==> config.mk <==
export PLATFORM = sky130hd
export DESIGN_NAME = shiftreg_timer_ctrl
export DESIGN_NICKNAME = d
export VERILOG_FILES = /design/src/rtl/shiftreg_timer_pkg.sv /design/src/rtl/shiftreg_pattern_det.sv /design/src/rtl/shiftreg_timer_ctrl.sv
export SDC_FILE = /design/constraint.sdc
export NUM_CORES = 1
export LEC_CHECK = 0
export BUFFER_PORTS_ARGS = -buffer_cell sky130_fd_sc_hd__buf_2
export CAP_MARGIN = 15
export CORE_AREA = 2 2 39 41
export CTS_CLUSTER_SIZE = 14
export DETAILED_ROUTE_END_ITERATION = 7
export DIE_AREA = 0 0 41 43
export PLACE_DENSITY = 0.45
export SETUP_SLACK_MARGIN = 0.2
export SYNTH_ARGS = -nofsm -noshare
export SYNTH_HDL_FRONTEND = slang
export SYNTH_HIERARCHICAL = 1
export SYNTH_SLANG_ARGS = --single-unit
==> constraint.sdc <==
create_clock -name clk -period 2 [get_ports clk]
set_input_delay 0.2 -clock clk [delete_from_list [all_inputs] [get_ports clk]]
set_output_delay 0.2 -clock clk [all_outputs]
set_load 0.02 [all_outputs]
==> src/rtl/shiftreg_timer_pkg.sv <==
// Shared state encoding and default parameters for the shift-register timer controller.
package shiftreg_timer_pkg;

    localparam int unsigned SHIFT_LEN_DEF   = 4;
    localparam int unsigned ACK_TIMEOUT_DEF = 16;

    typedef enum logic [2:0] {
        IDLE,
        S1,
        S11,
        S110,
        SHIFT,
        COUNT,
        DONE
    } state_t;

endpackage

==> src/rtl/shiftreg_pattern_det.sv <==
// Overlapping 1101 start-pattern detector; found pulses in the cycle the final 1 is presented.
module shiftreg_pattern_det
    import shiftreg_timer_pkg::*;
(
    input  logic clk,
    input  logic rst,
    input  logic en,
    input  logic d,
    output logic found
);

    state_t st;
    state_t st_nx;

    always_ff @(posedge clk or posedge rst) begin
        if (rst) begin
            st <= IDLE;
        end else begin
            st <= st_nx;
        end
    end

    // Held in IDLE while the top FSM is busy, so each search starts from scratch.
    always_comb begin
        st_nx = st;
        found = 1'b0;
        if (!en) begin
            st_nx = IDLE;
        end else begin
            case (st)
                IDLE:    st_nx = d ? S1 : IDLE;
                S1:      st_nx = d ? S11 : IDLE;
                S11:     st_nx = d ? S11 : S110;
                S110: begin
                    st_nx = IDLE;
                    found = d;
                end
                default: st_nx = IDLE;
            endcase
        end
    end

endmodule

==> src/rtl/shiftreg_timer_ctrl.sv <==
// Timer controller: detects 1101, shifts SHIFT_LEN cycles, counts, then waits for ack.
// Define SHIFTREG_TIMER_ACK_TIMEOUT_EN to abandon DONE after ACK_TIMEOUT cycles without ack.
module shiftreg_timer_ctrl
    import shiftreg_timer_pkg::*;
#(
    parameter int unsigned SHIFT_LEN   = SHIFT_LEN_DEF,
    parameter int unsigned ACK_TIMEOUT = ACK_TIMEOUT_DEF
) (
    input  logic clk,
    input  logic rst,
    input  logic d,
    input  logic done_counting,
    input  logic ack,
    output logic shift_ena,
    output logic count_ena,
    output logic done
);

    localparam int unsigned CW = $clog2(SHIFT_LEN);
    localparam logic [CW-1:0] SLAST = CW'(SHIFT_LEN - 1);

    if (SHIFT_LEN < 2 || SHIFT_LEN > 16 || ACK_TIMEOUT < 1) begin : g_param_check
        $error("shiftreg_timer_ctrl: SHIFT_LEN must be 2..16 and ACK_TIMEOUT >= 1");
    end

    // IDLE stands for the whole search; its sub-states live in the detector.
    state_t        st;
    state_t        st_nx;
    logic [CW-1:0] scnt;
    logic          found;
    logic          tmo;

    shiftreg_pattern_det u_det (
        .clk   (clk),
        .rst   (rst),
        .en    (st == IDLE),
        .d     (d),
        .found (found)
    );

    always_ff @(posedge clk or posedge rst) begin
        if (rst) begin
            st <= IDLE;
        end else begin
            st <= st_nx;
        end
    end

    always_ff @(posedge clk or posedge rst) begin
        if (rst) begin
            scnt <= '0;
        end else if (st == SHIFT && scnt != SLAST) begin
            scnt <= scnt + CW'(1);
        end else begin
            scnt <= '0;
        end
    end

`ifdef SHIFTREG_TIMER_ACK_TIMEOUT_EN
    localparam int unsigned TW = $clog2(ACK_TIMEOUT + 1);
    localparam logic [TW-1:0] TLAST = TW'(ACK_TIMEOUT - 1);

    logic [TW-1:0] tcnt;

    always_ff @(posedge clk or posedge rst) begin
        if (rst) begin
            tcnt <= '0;
        end else if (st == DONE) begin
            tcnt <= tcnt + TW'(1);
        end else begin
            tcnt <= '0;
        end
    end

    assign tmo = (st == DONE) && (tcnt == TLAST);
`else
    assign tmo = 1'b0;
`endif

    always_comb begin
        st_nx = st;
        case (st)
            IDLE:    if (found) st_nx = SHIFT;
            SHIFT:   if (scnt == SLAST) st_nx = COUNT;
            COUNT:   if (done_counting) st_nx = DONE;
            DONE:    if (ack || tmo) st_nx = IDLE;
            default: st_nx = IDLE;
        endcase
    end

    always_comb begin
        shift_ena = (st == SHIFT);
        count_ena = (st == COUNT);
        done      = (st == DONE);
    end

endmodule

[Word-level counts from Yosys, hierarchy flattened]
Cells that the tools add are included.
Storage, ports and cells
  bits in registers: 8
  bits of input ports: 5
  output and inout port bits: 3
  logic and storage cells: 33
Operators by class
  $add $sub $neg: 1
  eq/ne operators: 12
  muxes and demuxes: 13
  reductions and logical operators: 4
Operator list (number)
  3-bit two-way mux: 5
  3-bit case mux with 4 select lines: 1
  3-bit == test, second input constant: 3
  3-bit case mux with 3 select lines: 1
  2-bit != test, second input constant: 4
  3-bit by 2-bit == test with 1-bit output, second input constant: 2
  3-bit zero test: 2
  1-bit two-way mux: 4
  2-bit two-way mux: 2
  4-bit AND reduction: 1
  3-bit by 1-bit == test with 1-bit output, second input constant: 1
  2-bit by 1-bit adder with 2-bit output, second input constant: 1
  2-bit == test, second input constant: 1
  2-bit by 1-bit != test with 1-bit output, second input constant: 1
  1-bit logical AND: 1

[Logic depth before layout (Yosys ltp)]
Gate-level depths: netlist (run 1).
  depth after elaboration: 5
  depth in mapped cells: 4
  depth with buffers taken out: 3

[Modules after synthesis]
The synthesis (run 1) kept the hierarchy.
Modules (own cells, without submodules)
  shiftreg_timer_ctrl: times used 1, cells an instance 25, area each 279.0 sq um, seq. area each 125.1 sq um
  shiftreg_pattern_det: times used 1, cells an instance 9, area each 105.1 sq um, seq. area each 50.0 sq um

[Worst setup path before layout (run 1)]
Ideal clock, no wire load.
  kind: reg-to-output
  start: register, netlist name st[0]
  end: output port done
  arrival: 1020 ps
  data required time: 1800 ps
  slack: 780 ps
  stages on the path, launching flop included: 3
  path buffers: 1
  path through: dfrtp_1 buf_6 nor3b_1
RTL lines
  to (decl): RTL line shiftreg_timer_ctrl.sv:16  | output logic done

==> results.txt, run 1 <==
Routed WL per cell: 10.98 um
Adder-cell share of the synthesized area: 3.257%
Largest net degree at the start of global routing: 12
Via density: 4.550
Die W: 41 um
Fmax: 719.3 MHz
Core Region: 1384 um^2
Synthesis-to-finish area growth: 17.92%
Status: finished, final reports clean
Peak supply drop: 0.4069 mV
Slew HR: 76.47%
Initial antenna violation count: 0
WS Path Type: reg2out
Post-DP HPWL: 489.8 um
Slew Viols, Final: 0
Max clock buf depth: 2
Simple logic cell fraction of the synthesized area: 31.60%
Initial core utilization: 27.76%
Port bufs: 7
Max FO, Critical Path: 11
Detailed router's first-iteration violation count: 3
Drt pass-1 iters: 4
Internal power: 353.4 uW
WP data arrival: 1.19 ns
Period minus WS final: 1.390 ns
PwrDens: 1189 nW/um^2
Main combinational cell family by area after synthesis: simple AND/OR/NAND/NOR gates
Yosys Warn Count: 6
Clk_lat worst skew: 0.25 ns
Clock Power Share: 24.0%
Net Sw Frac: 34.36%
Synth top area cells: dfrtp_1, buf_6, nand3b_1, nor3b_1, nor4b_2
Vias: 273
RSZ-0062 raised after global routing: false
R2r startpoint: st[0]$_DFFE_PP0P_
Critical Path End: count_ena
Fin crit share: 69.51%
Die Y: 43 um
Vias in the first global route: 287
Synth Net Count: 40
Gate power share: 32.3%
Layout Utilization: 32.73%
Nets: 51
CP required: 1.80 ns
Post-CTS Setup Bufs: 0
Post-Route Setup TNS: 0 ns
DRC violations left: 0
H-tree depth: 1
Routed Antenna Nets: 0
Area fraction of the dominant cell type after synthesis: 45.60%
Distinct cell type count of the synthesized netlist: 23
Gp weighted congestion: 0.6006
Clock Sinks: 7
GRT Total Usage: 10.43%
Remaining global-route overflow: 0
Die ar.: 1763 um^2
Critical path origin: st[0]$_DFFE_PP0P_
Area leader, netlist: dfrtp_1
Max-cap violations: 0
NetSw: 185.0 uW
Seq pwr share: 43.8%
DRT Wirelength: 659 um
Yosys reg bits: 7
Fin. Hold Viols: 0
Skew final: 0.004289 ns
Final setup violation count: 0
R2R setup slack: 0.69 ns
Startpoint Class: register
# rows: 14
Mapped Area: 384.1 um^2
Worst Tran Pin Value: 0.3502 ns
Synth Instances: 34
I/O pin count: 8
Synth Area in Compound Gates: 8.469%
XOR/XNOR share of the synthesized area: 2.280%
N_diodes: 0
Reg clk slew, reported paths: 0.05 ns
First-pass GRT wire length: 1228 um
Num CTS Buffers: 3
Final-layout fill cell count: 154
LEAKAGE: 0.2108 nW
Layout cells sized above 1: 36.36%
Crit. End Element: output port
FF-to-FF path depth: 3
CTS tree: yes
Clock root cell: clkbuf_4
Mux contribution to synthesized area: 0%
R2R Path End: st[2]$_DFFE_PP0P_
Register area share after synthesis: 45.60%
Worst min path class: in2reg
Hold wc startpoint: done_counting
Synthesized area per cell: 11.30 um^2
-- repair_timing --
item,4_1_cts,5_1_grt
hold buffers,1,0
endpoints found under the hold margin,7,0
resized for setup,0,0
-- power groups by stage --
stage	Sequential, mW	Combinational [mW]	Clock, mW
detailed placement	0.236	0.173	0
finish	0.236	0.174	0.129
floorplan	0.219	0.150	0
CTS	0.234	0.177	0.137
global placement	0.233	0.169	0
global route	0.244	0.196	0.150
-- metal layers --
layer	global-route usage, %	up-vias	wire length (um)
met3	3.141	0	42
met2	13.75	6	301
met4	8.000	0	0
met5	0	-	0
li1	-	140	-
met1	13.53	127	315
-- sequential cells by signal, indices dropped and copies added (netlist names) --
signal	flops
st	3
scnt	2
u_det/st	2
-- synthesized netlist by cell type --
library cell and n:
dfrtp_1 7, buf_6 2, inv_1 2, nand3b_1 2, nor3_1 2, nor3b_1 2, a2111oi_1 1, a21oi_2 1
a22o_1 1, and2_1 1, and4_2 1, ha_1 1, inv_2 1, nand2_1 1, nand4b_1 1, nor2_1 1
nor2_2 1, nor2b_1 1, nor3b_2 1, nor4b_2 1, o21ai_1 1, or3b_1 1, xnor2_1 1
-- cell families (layout without fill, tap and decap cells) --
family                     count (synthesis)  in the layout
buffers and inverters                      5             15
AOI/OAI and AO/OA                          4              4
and+or+nand+nor                           16             16
adders and majority gates                  1              1
DFF                                        7              7
xor gates and xnor gates                   1              1
-- placed cells by master, fill, tap and decap left out, types with 2 or more instances in the layout --
master	Yosys	routed
nand3b_1	2	2
nor3_1	2	2
inv_1	2	2
nor3b_1	2	2
dfrtp_1	7	7
buf_2	0	7
clkbuf_4	0	3
-- final cells by class --
type	instances	area [um^2]	area share, %
Timing Repair Buffer	8	45.04	9.945
Clock buffer	4	26.28	5.801
Multi-Input combinational cell	22	175.2	38.67
Sequential cell	7	175.2	38.67
Inverter	3	11.26	2.486
Tap cell	16	20.02	4.420
-- critical path: stages, from the launching register on --
cell and delay, ns:
dfrtp_1 0.54, nor3b_1 0.22, buf_2 0.19
-- stage by stage --
step / hold WS [ns] / total power [mW] / setup slack [ns] / instances / area [um^2]
6_report: 0.1578 / 0.5384 / 0.6098 / 60 / 452.9
5_1_grt: 0.1440 / 0.5901 / 0.5045 / 60 / 452.9
4_1_cts: 0.1501 / 0.5474 / 0.5973 / 60 / 452.9
3_5_place_dp: 0.06745 / 0.4089 / 0.6891 / 55 / 416.7
3_3_place_gp: 0.06422 / 0.4020 / 0.7532 / 55 / 416.7
2_1_floorplan: -0.05882 / 0.3699 / 0.7797 / 34 / 384.1
-- worst min path at each step --
stage / depth (start not counted) / to / slack, ns
2_1_floorplan: 1 / u_det/st[0]$_DFF_PP0_ / -0.06
3_3_place_gp: 2 / u_det/st[0]$_DFF_PP0_ / 0.06
3_5_place_dp: 2 / u_det/st[1]$_DFF_PP0_ / 0.07
4_1_cts: 2 / st[0]$_DFFE_PP0P_ / 0.15
5_1_grt: 2 / st[0]$_DFFE_PP0P_ / 0.14
6_report: 2 / st[0]$_DFFE_PP0P_ / 0.16
Note: power is estimated with default switching activity, not from simulation.
==> run 2, diff against run 1 <==
clock period = 1.4 ns   (was 2 ns; I/O delays follow)
==> run 2 against run 1 <==
Effect of this change: combinational power increased by 120%; largest power group is now combinational logic; critical path type is now reg2reg; clock power up 39%; highest routed layer unchanged; largest cell class is now multi-input combinational cells; critical path depth rose by 1; flip-flop and latch count did not move; sequential power is 42% higher; power grew 66%; non-clock buffer count increased by 9; first-iteration DRC count down 100%.
==> results.txt, run 2 (synthesized netlist as in run 1, its figures left out) <==
Port bufs: 7 (unchanged)
Die ar.: 1763 um^2 (unchanged)
Clock Sinks: 7 (unchanged)
RSZ-0062 raised after global routing: true
Cell count of the worst hold path: 2 (unchanged)
Vias in the first global route: 357 (+24%)
DRC violations left: 0 (unchanged)
Startpoint Class: register
Num CTS Buffers: 3 (unchanged)
N_diodes: 0 (unchanged)
Remaining global-route overflow: 0 (unchanged)
Vias: 322 (+18%)
Final Worst Setup Slack: 0.2044 ns (-0.4054 ns)
WP data arrival: 1.37 ns (+0.18 ns)
Slew HR: 78.95% (+2.5 points)
Clk_lat worst skew: 0.24 ns (about the same)
Fmax: 836.4 MHz
Peak supply drop: 0.6507 mV (+60%)
FF-to-FF path depth: 3 (unchanged)
CP required: 1.57 ns (-0.23 ns)
Worst min path class: in2reg
Slew Viols, Final: 0 (unchanged)
Reg clk slew, reported paths: 0.05 ns (about the same)
Fin. Hold Viols: 0 (unchanged)
PwrDens: 1625 nW/um^2 (+37%)
Power Total: 894.6 uW (+66%)
Max-cap violations: 0 (unchanged)
Detailed router's first-iteration violation count: 0 (-3)
Die W: 41 um (unchanged)
Largest net degree at the start of global routing: 8 (-4)
LEAKAGE: 0.2623 nW (+24%)
Largest registers: st: 3 flops, scnt: 2 flops, u_det/st: 2 flops
Most common cell after layout, fill and taps aside: buf_4
Final setup violation count: 0 (unchanged)
WS Path Type: reg2reg
Crit. End Element: register
H-tree depth: 1 (unchanged)
Period minus WS final: 1.196 ns
Commonest cells after routing, fill and taps aside: buf_4, dfrtp_1, buf_2
Layout cells sized above 1: 58.49% (+22 points)
# rows: 14 (unchanged)
Max clock buf depth: 2 (unchanged)
First-pass GRT wire length: 1400 um (+14%)
Clock root cell: clkbuf_4
Gp weighted congestion: 0.6026 (+0.33%)
CTS tree: yes
Nets: 60 (+18%)
Post-DP HPWL: 504 um (+2.9%)
Initial core utilization: 27.76% (unchanged)
Biggest register: st
Pre-CTS setup slack: 0.2246 ns (-0.4644 ns)
Via density: 4.667 (+2.6%)
Die Y: 43 um (unchanged)
Initial antenna violation count: 0 (unchanged)
I/O pin count: 8 (unchanged)
Worst Tran Pin Value: 0.3149 ns (-0.03526 ns)
Skew final: 0.0004300 ns (-0.003859 ns)
Max reg flops: 3 (unchanged)
Routed Antenna Nets: 0 (unchanged)
Drt pass-1 iters: 1 (-3)
Post-Route Setup TNS: 0 ns (unchanged)
Synthesis-to-finish area growth: 43.32%
Placed instance area: 424.2 um^2 (+1.8%)
Routed WL per cell: 11.58 um (+5.4%)
Status: finished, final reports clean
Design area: 550.5 um^2 (+22%)
GRT Total Usage: 11.73% (+1.3 points)
DRT Wirelength: 799 um (+21%)
Fin crit share: 85.40%
Core Region: 1384 um^2 (unchanged)
Max FO, Critical Path: 7 (-4)
run 2: changes by cell type in the layout (fill, tap and decap cells not counted):
cell     delta
nor3b_1     -2
nor3_1      -2
nor3b_2     +2
buf_4      +12
nor3_2      +2
dfrtp_2     +2
dfrtp_1     -2
buf_2       -3
run 2: power breakdown:
part / internal (mW) / switching (mW)
sequential: 0.271 / 0.0652
combinational: 0.224 / 0.156
clock: 0.109 / 0.0707
total: 0.603 / 0.292
run 2: critical path: stages, from the launching register on:
cell and delay (ns):
dfrtp_2 0.46, buf_4 0.17, or3b_1 0.38, a21oi_2 0.12
run 2: final timing paths:
check	from	to	slack, ns
setup / recovery	st[0]$_DFFE_PP0P_	st[1]$_DFFE_PP0P_	0.20
hold / removal	done_counting	st[0]$_DFFE_PP0P_	0.09
setup reg to reg	st[0]$_DFFE_PP0P_	st[1]$_DFFE_PP0P_	0.20
hold reg to reg	scnt[0]$_DFF_PP0_	scnt[0]$_DFF_PP0_	0.44
max in group asynchronous	rst	st[1]$_DFFE_PP0P_	0.86
min in group asynchronous	rst	u_det/st[1]$_DFF_PP0_	0.30
run 2: routing by layer:
metal	up-vias	GRT usage [%]	share of wire (%)
met5	-	0	0
met4	0	8.000	0
met3	0	3.141	5.6
met2	6	18.13	56
met1	159	13.16	38
li1	157	-	-
run 2: repair_timing:
action	CTS	global route
hold endpoints to repair	7	0
hold buffers	1	0
gates resized for setup	8	1
pin swaps	1	2
endpoints found under the setup margin	4	7
setup buffers	6	2
run 2: final cells by class:
| cell class | instances | area [um^2] |
|---|---|---|
| fill | 144 | 833.3 |
| clock buffer | 4 | 26.28 |
| inverter | 3 | 11.26 |
| sequential | 7 | 177.7 |
| tap | 16 | 20.02 |
| timing repair buffer | 17 | 120.1 |
| multi-input combinational | 22 | 195.2 |
run 2: per-stage QoR:
stage | util, % | hold slack, ns | instances
final | 39.78 | 0.09201 | 69
after global routing | 39.78 | 0.08894 | 69
after CTS | 38.34 | 0.08441 | 67
after detailed placement | 30.65 | 0.005518 | 56
after global placement | 30.65 | 0.003007 | 56
after floorplan | - | -0.1188 | 34
